--- src/rtl/cacheline_adapter.sv ---
// cacheline_adapter: bridges the cache's 256-bit line port (dfp_*) to a
// 64-bit burst memory (bmem_*). Each line read or write becomes one 4-beat
// burst. The cache gets a single-cycle dfp_resp when the transfer completes.
// Optional build macro: CACHELINE_ADAPTER_RADDR_CHECK_EN. When it is defined,
// read beats whose bmem_raddr does not match the burst address are dropped.
module cacheline_adapter #(
  parameter int ADDR_W = 32,
  parameter int LINE_W = 256,
  parameter int BEAT_W = 64
) (
  input  logic              clk,
  input  logic              rst,
  input  logic [ADDR_W-1:0] dfp_addr,
  input  logic              dfp_read,
  input  logic              dfp_write,
  input  logic [LINE_W-1:0] dfp_wdata,
  output logic [LINE_W-1:0] dfp_rdata,
  output logic              dfp_resp,
  output logic [ADDR_W-1:0] bmem_addr,
  output logic              bmem_read,
  output logic              bmem_write,
  output logic [BEAT_W-1:0] bmem_wdata,
  input  logic              bmem_ready,
  input  logic [ADDR_W-1:0] bmem_raddr,
  input  logic [BEAT_W-1:0] bmem_rdata,
  input  logic              bmem_rvalid
);

  localparam int BEATS = LINE_W / BEAT_W;
  localparam int CNT_W = $clog2(BEATS);
  localparam int OFF_W = $clog2(LINE_W / 8);
  localparam logic [CNT_W-1:0] LAST = CNT_W'(BEATS - 1);

  typedef enum logic [1:0] {IDLE, RD_WAIT, WR_BURST, RESP} state_t;

  state_t            state;
  logic [CNT_W-1:0]  cnt;
  logic [CNT_W-1:0]  cnt_nxt;
  logic [LINE_W-1:0] wline;
  logic [ADDR_W-1:0] addr_aligned;
  logic              beat_ok;
  logic              unused_offset;

  assign cnt_nxt       = cnt + CNT_W'(1);
  assign addr_aligned  = {dfp_addr[ADDR_W-1:OFF_W], {OFF_W{1'b0}}};
  assign unused_offset = ^dfp_addr[OFF_W-1:0];

  // bmem_addr doubles as the latched burst address for the whole transaction.
`ifdef CACHELINE_ADAPTER_RADDR_CHECK_EN
  assign beat_ok = bmem_rvalid && (bmem_raddr == bmem_addr);

  // Flag read beats tagged with some other burst's address.
  always_ff @(posedge clk) begin
    if (!rst && state == RD_WAIT && bmem_rvalid && bmem_raddr != bmem_addr)
      $error("cacheline_adapter: beat raddr %h does not match %h", bmem_raddr, bmem_addr);
  end
`else
  logic unused_raddr;
  assign beat_ok      = bmem_rvalid;
  assign unused_raddr = ^bmem_raddr;
`endif

  // Simultaneous read and write requests are illegal; the write is served.
  always_ff @(posedge clk) begin
    if (!rst && state == IDLE)
      assert (!(dfp_read && dfp_write))
        else $error("cacheline_adapter: dfp_read and dfp_write both asserted");
  end

  // Transaction FSM with registered outputs.
  always_ff @(posedge clk) begin
    if (rst) begin
      state      <= IDLE;
      cnt        <= '0;
      wline      <= '0;
      dfp_rdata  <= '0;
      dfp_resp   <= 1'b0;
      bmem_addr  <= '0;
      bmem_read  <= 1'b0;
      bmem_write <= 1'b0;
      bmem_wdata <= '0;
    end else begin
      case (state)
        IDLE: begin
          if (dfp_write && bmem_ready) begin
            bmem_addr  <= addr_aligned;
            wline      <= dfp_wdata;
            bmem_wdata <= dfp_wdata[BEAT_W-1:0];
            bmem_write <= 1'b1;
            cnt        <= '0;
            state      <= WR_BURST;
          end else if (dfp_read && bmem_ready) begin
            bmem_addr <= addr_aligned;
            bmem_read <= 1'b1;
            cnt       <= '0;
            state     <= RD_WAIT;
          end
        end
        RD_WAIT: begin
          bmem_read <= 1'b0;
          if (beat_ok) begin
            dfp_rdata[BEAT_W*cnt +: BEAT_W] <= bmem_rdata;
            cnt <= cnt_nxt;
            if (cnt == LAST) begin
              dfp_resp <= 1'b1;
              state    <= RESP;
            end
          end
        end
        WR_BURST: begin
          if (cnt == LAST) begin
            bmem_write <= 1'b0;
            cnt        <= '0;
            dfp_resp   <= 1'b1;
            state      <= RESP;
          end else begin
            cnt        <= cnt_nxt;
            bmem_wdata <= wline[BEAT_W*cnt_nxt +: BEAT_W];
          end
        end
        RESP: begin
          dfp_resp <= 1'b0;
          state    <= IDLE;
        end
        default: state <= IDLE;
      endcase
    end
  end

endmodule

--- config.mk ---
export PLATFORM = sky130hd
export DESIGN_NAME = cacheline_adapter
export DESIGN_NICKNAME = d
export VERILOG_FILES = /design/src/rtl/cacheline_adapter.sv
export SDC_FILE = /design/constraint.sdc
export NUM_CORES = 1
export LEC_CHECK = 0
export BUFFER_PORTS_ARGS = -buffer_cell sky130_fd_sc_hd__clkbuf_2
export CORE_ASPECT_RATIO = 0.5
export CORE_MARGIN = 4
export CORE_UTILIZATION = 25
export DETAILED_ROUTE_END_ITERATION = 6
export SYNTH_ARGS = -nofsm -noshare
export SYNTH_HDL_FRONTEND = slang
export SYNTH_SLANG_ARGS = --single-unit
--- constraint.sdc ---
create_clock -name clk -period 2.8 [get_ports clk]
set_clock_uncertainty 0.1 [all_clocks]
set_input_delay 0.56 -clock clk [delete_from_list [all_inputs] [get_ports clk]]
set_output_delay 0.56 -clock clk [all_outputs]
set_load 0.01 [all_outputs]
==> impl_metrics.ini <==
[worst_setup_path]
worstSetupStartpoint = state[1]$_SDFFE_PP0P_
r2r-start = state[1]$_SDFFE_PP0P_
crit_path_max_fanout = 37
arrival_ns = 2.89
endpoint_kind = flip-flop
crit_end = dfp_rdata[244]$_SDFFE_PP0P_
r2r_slack_ns = 0.29
crit_required_ns = 3.17
setup.worst_path.class = flip-flop to flip-flop
reg2reg_to = dfp_rdata[244]$_SDFFE_PP0P_
crit_path_start_kind = flip-flop
r2r_cells = 6

[placed_design]
port_buffers = 702
place_congestion = 0.881
dpl_worst_slack_ns = 0.272
dpl.hpwl_um = 65900

[timing]
tns_ns = 0
fin_ws_ns = 0.286
post-route-period-util = 0.898
max_freq_ghz = 0.398
max_slew_margin = 0.362
rsz0062_at_grt = false
final-setup-viol-count = 0
worstMarginPinSlew_ns = 0.956
fin_crit_ns = 2.51
holdWs_ns = 0.0479
slew_viol_final = 0
final-hold-violation-count = 0

[finish]
multi_input_area_mm2 = 0.0105
num-fill-cells = 9985
syn_to_final_growth_pct = 29.4
post-route-util = 0.327
final_layout_size_suffix_gt1_frac = 0.303
finish.net_count = 3747
seq_area_mm2 = 0.0122

[synthesis]
ys_warn_count = 0
ys.flop_type = dfxtp_1
yosysTopAreaCellShare = 0.507
ys_seq_area_frac = 0.507
syn_inst = 2779
yosysTopAreaCell = dfxtp_1
synth.distinct_cells = 43
async_reset_ff_frac = 0
synth_area_leaders = dfxtp_1, nand2_1, a21oi_1
ys_seq_elements = 610
synth_edf_count = 0
syn-cell-area_mm2 = 0.0241
avgSynthCellArea_um2 = 8.66

[floorplanning]
num_io_pins = 745
dieArea_mm2 = 0.102
die_width_um = 447
start_util = 0.252
num_rows = 80
dieHeight_um = 227
core_area_mm2 = 0.0954

[route]
drc_errors = 0
wl_per_cell_um = 20.8
drt-total-wl_um = 97800
first_pass_iters = 6
num_vias = 23567
drtIter0Drc = 2426
vias_per_cell = 5.02
antenna_left = 0

[clocking]
post_cts_resized = 0
htreeDepth = 2
cts_hold_buf = 16
postCtsSetupRepairBufs = 0
cts_root_buffer = clkbuf_16
clkTransAtPathRegs_ns = 0.07
numCtsBuffers = 59
numClockSinks = 610
clkLatencyLatePin_ns = 0.62
cts_max_path_buffers = 3
cts_tree = done

[pwr]
power_mw = 24.7
p_leak_nw = 12.3
powerDensity_mw_per_mm2 = 792
vdd_drop_max_uv = 534

[global_routing]
track_usage = 0.178
grt_max_degree = 132
grt_pass1_vias = 22343
antenna_found_initial = 27
overflow = 0
grt_pass1_wl_um = 141000

[job]
max-cap-violations = 0

[run_status]
status = complete, no violations

[worst_hold_path]
hold_path_class = input pin to flip-flop
-- layer usage --
layer / vias up / track usage / routed length (um)
met4: 0 / 0.111 / 5420
met2: 980 / 0.303 / 49500
met5: - / 0 / 0
li1: 10983 / - / -
met1: 11346 / 0.215 / 37500
met3: 258 / 0.0246 / 5270
-- stage by stage --
step | instances | instance area, um^2
floorplan | 2783 | 24100
global placement | 4541 | 28800
detailed placement | 4541 | 28800
CTS | 4666 | 31100
global route | 4693 | 31200
finish | 4694 | 31200
-- cells in the mapped netlist, drive strengths merged (2+ instances only) --
master and count:
a211oi 64, mux2 130, a21oi 411, and3 5
nor2b 3, buf 154, dfxtp 610, nor2 133
nand2b 4, o21ai 3, a31oi 66, ha 10
nor3b 2, clkbuf 130, o211ai 3, mux2i 2
a222oi 65, and3b 3, nand3 134, nand2 697
a32oi 129, inv 8
-- power breakdown --
group	internal [mW]	leakage (nW)	switching [mW]	total (mW)
clock network	5.09	1.04	3.69	8.78
registers	9.60	4.96	0.504	10.1
logic	2.11	6.27	3.69	5.80
-- critical path, cell delays in order, from the launching register on --
cell and delay [ns]:
dfxtp_1 0.34, inv_1 0.08, ha_1 0.50, nand3_4 0.61, buf_4 0.46, a32oi_1 0.20, nor2_1 0.05
-- registers in the layout (all words and copies together) (netlist names) --
signal      count
dfp_resp        1
dfp_rdata     256
bmem_read       1
wline         256
state           2
bmem_wdata     64
cnt             2
bmem_addr      27
bmem_write      1
-- worst min-delay path by stage --
stage	start	to	slack [ns]	cells after the start
2_1_floorplan	wline[0]$_SDFFE_PP0P_	wline[0]$_SDFFE_PP0P_	0.33	2
3_3_place_gp	wline[62]$_SDFFE_PP0P_	wline[62]$_SDFFE_PP0P_	0.34	2
3_5_place_dp	wline[48]$_SDFFE_PP0P_	wline[48]$_SDFFE_PP0P_	0.34	2
4_1_cts	dfp_wdata[65]	wline[65]$_SDFFE_PP0P_	0.0003	3
5_1_grt	dfp_wdata[193]	wline[193]$_SDFFE_PP0P_	0.01	3
6_report	dfp_wdata[172]	wline[172]$_SDFFE_PP0P_	0.05	3
-- cells by family after synthesis --
family	share of synthesized area
AOI/OAI and AO/OA	0.201
adders and majority gates	0.00520
buffers and inverters	0.0602
DFF	0.507
muxes	0.0620
other	0.000156
and+or+nand+nor	0.165
-- cells in the final DEF, fill, tap and decap left out, types with 3 or more instances in the layout --
master         Yosys  layout
clkbuf_2           0     701
nand2_1          697     696
dfxtp_1          610     609
a21oi_1          411     411
nor2_1           133     133
nand3_1          134     129
a32oi_1          129     129
mux2_2           128     128
a31oi_1           66      66
a222oi_1          65      65
a211oi_1          62      62
clkbuf_16          0      60
buf_4             20      36
buf_12             0      33
diode_2            0      28
dlygate4sd3_1      0      16
clkbuf_8           0      12
clkinv_2           0      12
ha_1              10      10
bufinv_16          0       9
clkbuf_1         130       8
inv_1              7       7
nand3_4            0       5
conb_1             1       5
nand2b_1           4       4
clkinvlp_4         0       4
and3_2             0       3
-- final cells by class --
class,count,share of cell area
repair buffers,787,0.148
well taps,1271,0.0510
clock buffers,80,0.0544
clock inverters,29,0.0135
inverters,8,0.000964
diodes,28,0.00225
multi-input cells,1881,0.338
flip-flops and latches,610,0.392
No activity file was read; power rests on OpenSTA's default activity.
